`src/rtl/uram_read_stage.sv`:
```
// uram_read_stage: tagged read front-end for a 1-cycle-latency read-first URAM, with response FIFO and credit-based req_ready.
// Define URAM_READ_STAGE_BYPASS_EN for write-first forwarding on same-cycle read/write address collisions.
module uram_read_stage #(
    parameter int DATA_WIDTH    = 64,
    parameter int ADDRESS_WIDTH = 12,
    parameter int TAG_WIDTH     = 4,
    parameter int FIFO_DEPTH    = 3
) (
    input  logic                     clock,
    input  logic                     reset_n,
    input  logic                     req_valid,
    output logic                     req_ready,
    input  logic [ADDRESS_WIDTH-1:0] req_addr,
    input  logic [TAG_WIDTH-1:0]     req_tag,
    input  logic                     wr_valid,
    input  logic [ADDRESS_WIDTH-1:0] wr_addr,
    input  logic [DATA_WIDTH-1:0]    wr_data,
    output logic                     resp_valid,
    input  logic                     resp_ready,
    output logic [DATA_WIDTH-1:0]    resp_data,
    output logic [TAG_WIDTH-1:0]     resp_tag,
    output logic [ADDRESS_WIDTH-1:0] mem_raddr,
    input  logic [DATA_WIDTH-1:0]    mem_dout,
    output logic                     mem_wen,
    output logic [ADDRESS_WIDTH-1:0] mem_waddr,
    output logic [DATA_WIDTH-1:0]    mem_din
);
    localparam int PW = $clog2(FIFO_DEPTH);
    localparam int CW = $clog2(FIFO_DEPTH + 1);

    logic                  in_flight;
    logic [TAG_WIDTH-1:0]  tag_q;
    logic [DATA_WIDTH-1:0] fifo_data [FIFO_DEPTH];
    logic [TAG_WIDTH-1:0]  fifo_tag  [FIFO_DEPTH];
    logic [PW-1:0]         wr_ptr, rd_ptr;
    logic [CW-1:0]         count;
    logic [CW:0]           occupancy;
    logic                  req_fire, push, pop;
    logic [DATA_WIDTH-1:0] push_data;

    function automatic logic [PW-1:0] next_ptr(input logic [PW-1:0] p);
        return (p == PW'(FIFO_DEPTH - 1)) ? '0 : p + 1'b1;
    endfunction

    assign mem_raddr = req_addr;
    assign mem_wen   = wr_valid;
    assign mem_waddr = wr_addr;
    assign mem_din   = wr_data;

    // The in-flight read holds a credit so its response always has a FIFO slot.
    assign occupancy  = {1'b0, count} + (CW + 1)'(in_flight);
    assign req_ready  = reset_n && (occupancy < (CW + 1)'(FIFO_DEPTH));
    assign req_fire   = req_valid && req_ready;
    assign push       = in_flight;
    assign resp_valid = (count != '0);
    assign pop        = resp_valid && resp_ready;
    assign resp_data  = resp_valid ? fifo_data[rd_ptr] : '0;
    assign resp_tag   = resp_valid ? fifo_tag[rd_ptr] : '0;

`ifdef URAM_READ_STAGE_BYPASS_EN
    logic                  bypass_q;
    logic [DATA_WIDTH-1:0] bypass_data_q;

    always_ff @(posedge clock or negedge reset_n) begin
        if (!reset_n) begin
            bypass_q      <= 1'b0;
            bypass_data_q <= '0;
        end else begin
            bypass_q <= req_fire && wr_valid && (req_addr == wr_addr);
            if (req_fire && wr_valid)
                bypass_data_q <= wr_data;
        end
    end

    assign push_data = bypass_q ? bypass_data_q : mem_dout;
`else
    assign push_data = mem_dout;
`endif

    always_ff @(posedge clock or negedge reset_n) begin
        if (!reset_n) begin
            in_flight <= 1'b0;
            tag_q     <= '0;
            wr_ptr    <= '0;
            rd_ptr    <= '0;
            count     <= '0;
        end else begin
            assert (!(push && !pop && count == CW'(FIFO_DEPTH)));
            in_flight <= req_fire;
            if (req_fire)
                tag_q <= req_tag;
            if (push)
                wr_ptr <= next_ptr(wr_ptr);
            if (pop)
                rd_ptr <= next_ptr(rd_ptr);
            count <= count + CW'(push) - CW'(pop);
        end
    end

    always_ff @(posedge clock) begin
        if (push) begin
            fifo_data[wr_ptr] <= push_data;
            fifo_tag[wr_ptr]  <= tag_q;
        end
    end
endmodule

```
`config.mk`:
```
export PLATFORM = sky130hd
export DESIGN_NAME = uram_read_stage
export DESIGN_NICKNAME = d
export VERILOG_FILES = /design/src/rtl/uram_read_stage.sv
export SDC_FILE = /design/constraint.sdc
export NUM_CORES = 1
export LEC_CHECK = 0
export ABC_AREA = 1
export CAP_MARGIN = 20
export CORE_UTILIZATION = 41
export DETAILED_ROUTE_END_ITERATION = 6
export GPL_TIMING_DRIVEN = 0
export PLACE_DENSITY = 0.76
export SLEW_MARGIN = 20
export SYNTH_ARGS = -nofsm -noshare
export SYNTH_HDL_FRONTEND = slang
export SYNTH_SLANG_ARGS = --single-unit
```
`constraint.sdc`:
```
create_clock -name clock -period 3.99 [get_ports clock]
set_input_delay 0.9975 -clock clock [delete_from_list [all_inputs] [get_ports clock]]
set_output_delay 0.9975 -clock clock [all_outputs]
set_load 0.01 [all_outputs]
```
Word-level counts from Yosys, hierarchy flattened
Memories as Yosys holds them, arrays and structs flattened.
Cells that the tools add are included.
- bits in registers: 11
- latch bits: 0
- bits in writable memories: 204
- memory bits (read-only): 0
- input port bits: 161
- memories: 2
- memory list (memory ; words ; bits a word ; read ports ; clocked after memory_dff ; wr ports ; RTL line ; text):
    fifo_data ; 3 ; 64 ; 1 ; 0 ; 1 ; 33 ; logic [DATA_WIDTH-1:0] fifo_data [FIFO_DEPTH];
    fifo_tag ; 3 ; 4 ; 1 ; 0 ; 1 ; 34 ; logic [TAG_WIDTH-1:0] fifo_tag [FIFO_DEPTH];
- add/sub/neg operators: 5
- $mul: 0
- div/mod/pow operators: 0
- magnitude comparators: 1
- equality and inequality tests: 2
- shift-type cells: 0
- muxes and demuxes: 6
- bitwise logic cells: 0
- reductions and logical operators: 4
- operators by type and width (operator ; number):
    $mux W64 ; 1
    $add A2 B1 Y2 const B ; 2
    $eq A2 B2 Y1 const B ; 2
    $mux W2 ; 2
    $mux W4 ; 1
    $add A2 B1 Y3 ; 1
    $logic_and A1 B1 Y1 ; 3
    $lt A3 B2 Y1 const B ; 1
    $add A2 B1 Y2 ; 1
    $mux W1 ; 2
    $reduce_bool A2 Y1 ; 1
    $sub A2 B1 Y2 ; 1

Logic depth before layout (Yosys ltp)
Gate-level depths: netlist (run 1).
- word-level depth: 4
- gate-level depth with buffers: 10
- mapped depth without buffers: 10

Worst setup path before layout (run 1)
No wires, ideal clock.
- kind: register -> register
- start: register in_flight
- end: memory fifo_data[1][0], enable pin
- setup time: 0.494 ns
- data arrival time: 3.323 ns
- required time: 3.496 ns
- slack: 0.173 ns
- cell stages (with the launch flop): 3
- path buffers: 0
- cell sequence: dfrtp_1 nand2_1 nor2_1
- word-level cells in the longest chain between the ends: 2
- ends and longest elaborated chain (element ; RTL line ; text):
    start, declared ; 31 ; logic in_flight;
    start signal, assigned ; 89 ; in_flight <= req_fire;
    $mux W1 ; 101 ; if (push) begin
    $mux W1 (implied by the code) ; 102 ; fifo_data[wr_ptr] <= push_data;
    end, declared ; 33 ;
No other way between the ends.

Worst setup path in the final report (run 1)
- start: input port reset_n
- end: output port req_ready
- word-level cells in the longest chain between the ends: 1
- ends and longest elaborated chain (element ; RTL line ; text):
    start, declared ; 10 ; input logic reset_n,
    $logic_and A1 B1 Y1 ; 52 ; assign req_ready = reset_n && (occupancy < (CW + 1)'(FIFO_DEPTH));
    end, declared ; 12 ; output logic req_ready,
No other way between the ends.

==> results of run 1 <==
-- sequential cells by signal, summed over array words and instances, names as in the netlist --
register / count
fifo_data: 192
fifo_tag: 12
tag_q: 4
count: 2
rd_ptr: 2
wr_ptr: 2
in_flight: 1
-- power by group through the flow --
stage               Combinational [W]  Sequential, W  Clock [W]
floorplan                     0.00182        0.00295          0
global placement              0.00344        0.00298          0
detailed placement            0.00354        0.00296          0
CTS                           0.00355        0.00291    0.00196
global route                  0.00385        0.00294    0.00204
finish                        0.00350        0.00291    0.00191
-- metal layers --
metal / global-route usage (%) / wire, um / up-vias
li1: - / - / 3126
met1: 23.1 / 8660 / 3110
met2: 37.8 / 12500 / 263
met3: 4.32 / 1800 / 53
met4: 8.65 / 881 / 2
met5: 0 / 17 / -
-- cells in the mapped netlist --
master                     instances  area share [%]
sky130_fd_sc_hd__buf_1             1           0.040
sky130_fd_sc_hd__nor2_8            1            0.22
sky130_fd_sc_hd__inv_2             1           0.040
sky130_fd_sc_hd__nand2_2           1           0.068
sky130_fd_sc_hd__ha_1              4            0.54
sky130_fd_sc_hd__nand2_1         225             9.1
sky130_fd_sc_hd__nor2_1            3            0.12
sky130_fd_sc_hd__nand4_1           4            0.27
sky130_fd_sc_hd__buf_2            23             1.2
sky130_fd_sc_hd__edfxtp_1        204              66
sky130_fd_sc_hd__clkbuf_1          4            0.16
sky130_fd_sc_hd__a21boi_0          1           0.081
sky130_fd_sc_hd__buf_6             5            0.61
sky130_fd_sc_hd__xor2_1            1           0.094
sky130_fd_sc_hd__buf_4            93             7.5
sky130_fd_sc_hd__inv_1            79             3.2
sky130_fd_sc_hd__dfrtp_1          11             3.0
sky130_fd_sc_hd__xnor2_1           1           0.094
sky130_fd_sc_hd__nand3_1         138             7.4
sky130_fd_sc_hd__o21ai_0           2            0.11
-- cell families (layout without fill, tap and decap cells) --
kind of cell | after synthesis | after routing | synth area share, %
AND/OR/NAND/NOR | 372 | 372 | 17.2
flip-flops | 215 | 215 | 69.0
buffers and inverters | 206 | 482 | 12.8
adder cells (fa/ha/maj) | 4 | 4 | 0.540
AO/OA/AOI/OAI | 3 | 3 | 0.189
XOR/XNOR | 2 | 2 | 0.189
other | 0 | 5 | 0
-- worst paths after layout --
kind | start | end | cells after the start
setup reg to reg | in_flight$_DFF_PN0_ | fifo_data[1][39]$_DFFE_PP_ | 3
setup / recovery | reset_n | req_ready | 6
hold reg to reg | tag_q[1]$_DFFE_PN0P_ | fifo_tag[1][1]$_DFFE_PP_ | 0
min in group clock | tag_q[1]$_DFFE_PN0P_ | fifo_tag[1][1]$_DFFE_PP_ | 0
max in group asynchronous | reset_n | count[1]$_DFF_PN0_ | 1
hold / removal | reset_n | rd_ptr[0]$_DFFE_PN0P_ | 1
-- cells in the final DEF (no fill, tap or decap), types with 4 or more instances in the layout --
| master | count |
|---|---|
| sky130_fd_sc_hd__ha_1 | 4 |
| sky130_fd_sc_hd__buf_4 | 93 |
| sky130_fd_sc_hd__clkbuf_8 | 4 |
| sky130_fd_sc_hd__clkbuf_1 | 11 |
| sky130_fd_sc_hd__clkdlybuf4s50_1 | 229 |
| sky130_fd_sc_hd__nand4_1 | 4 |
| sky130_fd_sc_hd__buf_12 | 5 |
| sky130_fd_sc_hd__inv_1 | 78 |
| sky130_fd_sc_hd__diode_2 | 5 |
| sky130_fd_sc_hd__nand2_1 | 225 |
| sky130_fd_sc_hd__edfxtp_1 | 204 |
| sky130_fd_sc_hd__nand3_1 | 138 |
| sky130_fd_sc_hd__dfrtp_1 | 11 |
| sky130_fd_sc_hd__clkinv_1 | 5 |
| sky130_fd_sc_hd__clkbuf_16 | 23 |
| sky130_fd_sc_hd__buf_2 | 23 |
| sky130_fd_sc_hd__buf_6 | 5 |
-- area by class of cell --
type                            instances  area (sq um)  area share, %
Buffer                                126           888           6.96
Clock inverter                          6          27.5          0.216
Inverter                               80           303           2.37
Antenna cell                            5          12.5         0.0980
Sequential cell                       215          6400           50.1
Multi-Input combinational cell        381          1700           13.3
Timing Repair Buffer                  236          2430           19.0
Clock buffer                           34           657           5.14
Tap cell                              280           350           2.74
-- through the flow --
| stage | cells | setup TNS [ps] |
|---|---|---|
| after floorplan | 802 | 0 |
| after global placement | 1312 | -238480 |
| after detailed placement | 1318 | 0 |
| after CTS | 1358 | 0 |
| after global routing | 1363 | 0 |
| final | 1363 | 0 |
-- what timing repair did --
item	4_1_cts	5_1_grt
endpoints found under the setup margin	0	1
resized for setup	0	1
endpoints found under the hold margin	0	0
==> run summary, run 1 <==
After detailed routing, the number of remaining DRC violations is 28. For this run, the total global-route usage over all layers was measured as 20.6%. The worst setup path is launched from an input port. The register bit total from synthesis is 215. The number of hold-slack violations in the final timing report is 0. In this run, the number of DRC markers left after iteration 0 of detailed routing was 349. The area growth from synthesis to layout is 37.7%. The final reports fail on DRC. After global routing the overflow that remains totals 0.

The count of pins over their slew limit is 0. The worst hold slack across all endpoints came out at 494 ps. The finished cells cover 0.0128 sq mm. The first global-routing pass estimated 36600 um of wire. The number of global-route vias before repair is 6667. The utilization after layout came out at 58.0%. The count of fill cells added during filler insertion is 1794.

The worst slack at placement came out at 54.2 ps. In this run the count of I/O pins placed on the die edge is 320. The peak supply drop is 0.426 mV.

Once placement finished, the instance area stood at 0.0121 sq mm. In this run switching power makes up 33.7% of total power. The effective utilization at floorplan is 42.1%. The cell count after synthesis came out at 802. The maximum buffer depth of the clock tree came out at 3. The initial antenna violation count is 7. Among all stages on the critical path, the largest delay is contributed by sky130_fd_sc_hd__clkdlybuf4s50_1. The mean instance size in the synthesized netlist came out at 11.6 sq um.

The worst hold path belongs to the class input port to asynchronous set/reset pin. The routed wirelength normalized by instance count came out at 17.5 um. The total power of the final layout came out at 0.00832 W. The internal power of the cells totals 0.00552 W. The data arrival time of the critical path is 2520 ps. The number of vias after detailed routing came out at 6554.

The number of rows in the core area is 54. The layout net count is 1227. The overall die height is 152 um.

The share of final-layout standard cells stronger than drive strength 1 is 14.9%. The total number of yosys warnings came out at 0. The final weighted congestion in routability-driven placement is 0.795. The final setup slack of the worst path is 477 ps.

The fraction of the yosys area taken by sequential cells is 69.0%. The clock latency on the worst-skew pair came out at 490 ps. The clock edge transition at the registers on the reported setup and hold paths came out at 60 ps. The number of setup violations in the final report came out at 0. The post-CTS setup buffer count is 0. The synthesized netlist contains 20 unique library cells.

The cts-stage hold buffer count came out at 0. The capturing element type of the critical path is a primary output. The power per cell area came out at 652 mW/mm^2. The post-route clock skew came out at 5.01 ps.

The post-synthesis net count came out at 967. The cell area that synthesis handed to floorplanning was 0.00927 sq mm. Per report_power, the sequential group accounts for 35.0% of the total. Per report_power, the combinational group accounts for 42.1% of the total. After layout, the worst path uses 88.0% of the clock period. Setup repair after global routing left no endpoint under its margin. The switching power of the nets is 0.00281 W. The pin count of the biggest net entering global routing came out at 36. The largest stage delay on the critical path came out at 530 ps. The cell that appears most often on the critical path is sky130_fd_sc_hd__inv_1.

The worst setup path is of the input port to primary output kind. The clock network accounts for 22.9% of the total power. The transition time at the pin with the least slew margin is 780 ps.

The count of TritonRoute iterations in the first routing pass is 7. The top fanout value on the critical path is 12. The total clock sinks is 215.

The average via count per standard cell came out at 4.81. The core outline area came out at 0.0220 sq mm. Subtracting the final worst setup slack from the clock period gives 3510 ps. The total number of H-tree levels came out at 1. TritonCTS built the clock tree. Port buffering added 230 buffers. The final HPWL from detailed placement came out at 17400 um. The flow ran to the end, but the final reports show violations. In this run the register-to-register setup slack is 2230 ps. In this design, the largest share of critical-path delay is due to buffers and inverters. The number of buffers inserted during clock tree synthesis is 22. The critical path required time is 2990 ps. The highest clock rate came out at 285 MHz. The total of max-cap violations came out at 0. The cell leakage power came out at 5.29 nW. Headroom to the max-slew limit came out at 47.9%.

The width of the chip came out at 152 um. The remaining antenna violation count is 0. The area of the die came out at 0.0232 sq mm.

Walking the worst path, the cells encountered are dlymetal6s2s_1 -> inv_1 -> nor2_1 -> nand2_1 -> inv_1 -> clkdlybuf4s50_1. The count of buffering cells on the critical path with inverters included is 4. The final routed wirelength across all metal layers came out at 23900 um. CTS placed an instance of sky130_fd_sc_hd__clkbuf_16 at the clock tree root.
No activity file was read; power rests on OpenSTA's default activity.
==> run 2, diff against run 1 <==
- CAP_MARGIN: 20 -> unset
- CORE_MARGIN: unset -> 4
==> run 2 against run 1 <==
  * The run now ends clean
  * Setup slack better by 29 ps
  * Fmax is 0.83% higher
  * Clock power is 7% higher
==> run summary, run 2 (same netlist as run 1, synthesis figures left out) <==
The utilization after layout came out at 58.4% (+0.40 points). The clock edge transition at the registers on the reported setup and hold paths came out at 60 ps (about the same). The total power of the final layout is 0.00850 W (+2.1%). The number of hold-slack violations in the final timing report came out at 0 (unchanged). The signed area change from the synthesized netlist to the final layout is 38.7%. The commonest non-fill, non-tap cell in the layout is sky130_fd_sc_hd__clkdlybuf4s50_1.

The wire length of the first global-routing pass is 36800 um (+0.53%). The cts-stage hold buffer count was 0 (unchanged). The largest registers in the layout are fifo_data x192, fifo_tag x12, tag_q x4. The top fanout value on the critical path is 12 (unchanged).

The number of vias after detailed routing is 6577 (+0.35%). The total number of H-tree levels was 1 (unchanged). The overall die height is 158 um (+3.9%). In the layout the commonest cells are sky130_fd_sc_hd__clkdlybuf4s50_1, sky130_fd_sc_hd__nand2_1, sky130_fd_sc_hd__edfxtp_1, sky130_fd_sc_hd__nand3_1, sky130_fd_sc_hd__buf_4. The pin count of the biggest net entering global routing was 36 (unchanged). The transition time at the pin with the least slew margin was 592 ps (-188 ps). STA classifies the critical path startpoint as an input port. The number of rows in the core area came to 54 (unchanged).

STA classifies the critical path endpoint as a primary output. The sequential cell area is 0.00640 sq mm (unchanged). The clock root buffer is sky130_fd_sc_hd__clkbuf_16. Setup repair after global routing left no endpoint under its margin. The worst hold slack across all endpoints came out at 486 ps (-7.25 ps).

The number of cells on the worst reg-to-reg path is 10 (+7). The post-route clock skew is 8.20 ps (+3.19 ps). The peak supply drop came to 0.591 mV (+39%). The number of flip-flops in the largest register came out at 192 (unchanged). The remaining antenna violation count is 0 (unchanged). The initial detailed-routing violation count came to 299 (-14%). The post-CTS setup buffer count is 0 (unchanged). The max-slew headroom at the worst pin is 60.5% (+13 points).

The critical path required time is 2990 ps (about the same). The area taken by multi-input logic gates came out at 0.00170 sq mm (unchanged). The critical path is of the input port to primary output type. TritonCTS built the clock tree. The count of pins over their slew limit is 0 (unchanged).

The power per cell area is 661 mW/mm^2 (+1.4%). The total of max-cap violations is 0 (unchanged). The final cell count without fillers is 1366 (+0.22%).

The data arrival time of the critical path came to 2490 ps (-30 ps). The routed wirelength normalized by instance count is 18.7 um (+6.5%). The final HPWL from detailed placement is 18600 um (+7.3%). The quantity of gates resized following cts came out at 0 (unchanged). The width of the chip is 158 um (+3.9%). The flow ran to the end, and the final reports show no timing, DRC or antenna violations. The core outline area is 0.0220 sq mm (unchanged). The count of fill cells added during filler insertion came out at 1786 (-0.45%).

The remaining global-route overflow is 0 (unchanged). The final critical delay including setup and external delays came out at 3480 ps (-28.8 ps). The number of placed I/O pins was 320 (unchanged). The highest clock rate came out at 287 MHz (+0.83%). The fraction of the cycle the final worst path needs came to 87.3% (-0.72 points).

The clock latency on the worst-skew pair came to 500 ps (about the same). The register with the most flip-flops in the final layout is fifo_data. The remaining routing DRC violations was 0 (-100%). The number of global-route vias before repair came to 6640 (-0.40%). The maximum buffer depth of the clock tree came out at 3 (unchanged). The cell count after placement came out at 1319 (+0.076%).

The count of buffers from port buffering is 230 (unchanged). The tightest min-delay check is of the input port to asynchronous set/reset pin type. The area of the die came out at 0.0251 sq mm (+8.0%). The average via count per standard cell came out at 4.81 (+0.13%). The count of TritonRoute iterations in the first routing pass is 5 (-2).

The final weighted congestion in routability-driven placement is 0.756 (-4.9%). The number of buffers inserted during clock tree synthesis came out at 23 (+4.5%). The final routed wirelength across all metal layers was 25500 um (+6.7%). The number of setup violations in the final report came out at 0 (unchanged). The cell leakage power was 5.34 nW (+0.85%).

The global routing usage summed across all routing layers is 19.3% (-1.3 points). The share of final-layout standard cells stronger than drive strength 1 came out at 15.4% (+0.51 points). The effective utilization at floorplan is 42.1% (unchanged). The initial antenna violation count is 9 (+2). The layout net count is 1229 (+0.16%).

The total clock sinks is 215 (unchanged).
-- run 2: final timing paths --
kind	start	to	slack, ps
max	reset_n	req_ready	510
min	reset_n	rd_ptr[0]$_DFFE_PN0P_	490
max reg2reg	count[1]$_DFF_PN0_	count[1]$_DFF_PN0_	2280
min reg2reg	tag_q[0]$_DFFE_PN0P_	fifo_tag[0][0]$_DFFE_PP_	500
max in group asynchronous	reset_n	tag_q[3]$_DFFE_PN0P_	3110
min in group clock	tag_q[0]$_DFFE_PN0P_	fifo_tag[0][0]$_DFFE_PP_	500
-- run 2: layout make-up --
cell class,count,share of cell area [%]
flip-flops and latches,215,49.8
diodes,5,0.0973
repair buffers,237,19.2
multi-input cells,381,13.2
clock buffers,30,4.76
plain buffers,126,6.91
clock inverters,12,0.915
well taps,280,2.72
inverters,80,2.36
-- run 2: report_power, final --
| part | switching, W | internal, W | total [W] | leakage [nW] |
|---|---|---|---|---|
| sequential | 0.000103 | 0.00281 | 0.00291 | 1.99 |
| combinational | 0.00196 | 0.00159 | 0.00355 | 2.99 |
| clock | 0.000821 | 0.00121 | 0.00204 | 0.360 |
-- run 2: critical path: stages --
cell,delay [ps]
sky130_fd_sc_hd__dlymetal6s2s_1,460
sky130_fd_sc_hd__inv_1,80
sky130_fd_sc_hd__nor2_1,270
sky130_fd_sc_hd__nand2_1,80
sky130_fd_sc_hd__inv_1,60
sky130_fd_sc_hd__clkdlybuf4s50_1,530
-- run 2: metal layers --
| metal | up-vias | track usage [%] | wire, um |
|---|---|---|---|
| met2 | 269 | 35.4 | 13500 |
| met3 | 55 | 4.40 | 2090 |
| met1 | 3120 | 21.6 | 8870 |
| met5 | - | 0 | 42 |
| li1 | 3127 | - | - |
| met4 | 6 | 7.96 | 993 |
-- run 2: stage by stage --
stage          setup TNS [ps]  instance area (sq um)  setup slack (ps)
6_report                    0                  12900               506
3_5_place_dp                0                  12100               105
3_3_place_gp          -251760                  11900             -1900
4_1_cts                     0                  12800              90.3
2_1_floorplan               0                   9270               173
5_1_grt                     0                  12900               309
==> run 3, diff against run 2 <==
--- a/config.mk
+++ b/config.mk
@@ -8,2 +8,3 @@
 export ABC_AREA = 1
+export CORE_ASPECT_RATIO = 0.5
 export CORE_MARGIN = 4
==> constraint.sdc (replaced) <==
create_clock -name clock -period 2.85 [get_ports clock]
set_input_delay 0.285 -clock clock [delete_from_list [all_inputs] [get_ports clock]]
set_output_delay 0.285 -clock clock [all_outputs]
set_load 0.01 [all_outputs]
==> run 3 against run 2 <==
  * Sequential share of layout area is 0.24 points higher
  * Setup slack worse by 360 ps
  * Clock-buffer cell count decreased by 4
  * Critical path depth grew 3
  * Core utilization down 0.12 points
  * Total power is 38% higher
  * Sequential power rose by 40%
  * Cell count up 0.81%
  * Non-clock buffer count unchanged
  * Routed wire length up 0.23%
  * Register-to-register slack got worse by 1400 ps
==> run summary, run 3 (same netlist as run 1, synthesis figures left out) <==
The clock edge transition at the registers on the reported setup and hold paths is 60 ps (about the same). The layout net count is 1227 (-0.16%). The final setup slack of the worst path is 150 ps (-356 ps). The share of final-layout standard cells stronger than drive strength 1 was 15.1% (-0.39 points). The class of the tightest hold or removal check is input port to asynchronous set/reset pin. The count of pins over their slew limit came out at 0 (unchanged).

The remaining routing DRC violations is 0 (unchanged). The final weighted congestion in routability-driven placement came out at 0.785 (+3.9%). The post-route setup TNS is 0 ps (unchanged). The area of the die is 0.0252 sq mm (+0.59%).

The area taken by multi-input logic gates came to 0.00170 sq mm (+0.29%). The count of buffers from port buffering came to 230 (unchanged). The max-slew headroom at the worst pin is 47.7% (-13 points).

The final standard cell area without fillers is 0.0128 sq mm (-0.48%). CTS placed an instance of sky130_fd_sc_hd__clkbuf_16 at the clock tree root. The pin count of the biggest net entering global routing was 36 (unchanged).

The total number of H-tree levels came to 1 (unchanged). The total power of the final layout came out at 0.0117 W (+38%). The number of vias after detailed routing was 6653 (+1.2%).

The number of flip-flops in the largest register is 192 (unchanged). The power per cell area is 917 mW/mm^2 (+39%). The number of buffers inserted during clock tree synthesis is 21 (-8.7%). The library cell used most frequently in the layout, excluding fill and tap cells, is sky130_fd_sc_hd__clkdlybuf4s50_1.

The final routed wirelength across all metal layers came out at 25600 um (+0.23%). The post-route clock skew came out at 6.36 ps (-1.85 ps). The sort of element at the start of the critical path is a register. The global routing usage summed across all routing layers came out at 19.3% (about the same). The fraction of the cycle the final worst path needs is 94.8%. The remaining global-route overflow came to 0 (unchanged). The number of hold-slack violations in the final timing report came out at 0 (unchanged). The initial antenna violation count is 2 (-7). The transition time at the pin with the least slew margin came out at 783 ps (+191 ps). The worst slack at placement came out at 374 ps (+269 ps). Setup repair after global routing left no endpoint under its margin.

The count of TritonRoute iterations in the first routing pass came to 5 (unchanged). The largest registers in the layout are fifo_data x192, fifo_tag x12, tag_q x4. The average via count per standard cell came out at 4.83 (+0.35%). The effective utilization at floorplan was 42.2% (+0.12 points). TritonCTS built the clock tree.

The sequential cell area came to 0.00640 sq mm (unchanged). The number of global-route vias before repair came out at 6804 (+2.5%). The final critical delay including setup and external delays is 2700 ps. The remaining antenna violation count came out at 0 (unchanged). The wire length of the first global-routing pass came to 37600 um (+2.1%). The register name with the most flops is fifo_data. The peak supply drop is 0.419 mV (-29%). The core outline area is 0.0220 sq mm (-0.27%). The initial detailed-routing violation count came out at 602 (+100%). The final HPWL from detailed placement came to 18600 um (about the same).

In the layout the commonest cells are sky130_fd_sc_hd__clkdlybuf4s50_1, sky130_fd_sc_hd__nand2_1, sky130_fd_sc_hd__edfxtp_1, sky130_fd_sc_hd__nand3_1, sky130_fd_sc_hd__buf_4. The critical path is of the register to primary output type. The worst setup path is captured at a primary output. The flow ran to the end, and the final reports show no timing, DRC or antenna violations. The maximum buffer depth of the clock tree is 3 (unchanged). The clock latency on the worst-skew pair is 490 ps (about the same). The total clock sinks was 215 (unchanged). The routed wirelength normalized by instance count is 18.6 um (-0.57%).

Based on the critical path, the design can be clocked at up to 370 MHz. The critical path required time is 2570 ps (-420 ps). The top fanout value on the critical path came out at 10 (-2). The overall die height came out at 114 um (-28%). The width of the chip came out at 221 um (+39%).

The count of fill cells added during filler insertion came out at 1739 (-2.6%). The cell leakage power is 5.29 nW (-0.80%). The data arrival time of the critical path is 2420 ps (-70 ps). The number of rows in the core area came to 38 (-30%). The total of max-cap violations was 0 (unchanged). The number of setup violations in the final report is 0 (unchanged). The flop-to-flop setup slack came out at 910 ps (-1370 ps). The number of placed I/O pins is 320 (unchanged).

Relative to the synthesized area, the layout overhead comes to 38.0%. The post-place instance area is 0.0121 sq mm (+0.27%).
==> run 3: cell count changes in the layout (fill, tap and decap cells not counted), sizes merged <==
cell,previous run,this run
diode,5,1
clkdlybuf4s50,229,230
dlymetal6s2s,1,0
clkbuf,34,31
inv,82,80
bufinv,2,1
clkinv,8,10
buf,129,128
==> run 3: cell type report <==
| type | instances | share of cell area [%] |
|---|---|---|
| Inverter | 80 | 2.37 |
| Clock buffer | 26 | 4.41 |
| Multi-Input combinational cell | 381 | 13.3 |
| Tap cell | 300 | 2.93 |
| Antenna cell | 1 | 0.0196 |
| Timing Repair Buffer | 237 | 19.4 |
| Clock inverter | 11 | 0.587 |
| Sequential cell | 215 | 50.0 |
| Buffer | 126 | 6.97 |
==> run 3: worst paths after layout <==
kind,start,endpoint,cells past startpoint
worst min-delay path,reset_n,tag_q[1]$_DFFE_PN0P_,1
max in group asynchronous,reset_n,rd_ptr[0]$_DFFE_PN0P_,1
worst min register to register,tag_q[3]$_DFFE_PN0P_,fifo_tag[0][3]$_DFFE_PP_,0
worst max-delay path,rd_ptr[1]$_DFFE_PN0P_,resp_data[48],9
worst max register to register,in_flight$_DFF_PN0_,fifo_data[2][41]$_DFFE_PP_,4
min in group clock,req_tag[1],tag_q[1]$_DFFE_PN0P_,3
==> run 3: where the power goes <==
part           internal [W]  switching (W)  total [W]
logic               0.00224        0.00281    0.00505
clock network       0.00149        0.00111    0.00260
registers           0.00394       0.000144    0.00408
==> run 3: metal layers <==
metal,part of all wire (%),global-route usage [%]
met3,6.5,3.47
met4,2.9,6.07
met2,54,36.6
met1,36,22.3
met5,0.055,0
==> run 3: critical path, cell delays in order, from the launching register on <==
cell and delay, ps:
sky130_fd_sc_hd__dfrtp_1 370, sky130_fd_sc_hd__buf_4 180, sky130_fd_sc_hd__inv_2 160, sky130_fd_sc_hd__buf_6 170, sky130_fd_sc_hd__buf_6 150, sky130_fd_sc_hd__nand3_1 80, sky130_fd_sc_hd__nand3_1 100, sky130_fd_sc_hd__nand2_1 50
sky130_fd_sc_hd__inv_1 90, sky130_fd_sc_hd__clkdlybuf4s50_1 550
==> run 3: repair_timing <==
action                                  4_1_cts  5_1_grt
setup buffers                                 0        0
resized for setup                             0        4
hold buffers                                  0        0
endpoints found under the setup margin        0       14
==> run 3: through the flow <==
stage	hold slack [ps]	util (%)	cells
finish	156	58.3	1377
global placement	472	54.4	1332
floorplan	-10.6	-	802
global route	180	58.3	1377
CTS	158	58.2	1376
detailed placement	486	55.3	1339
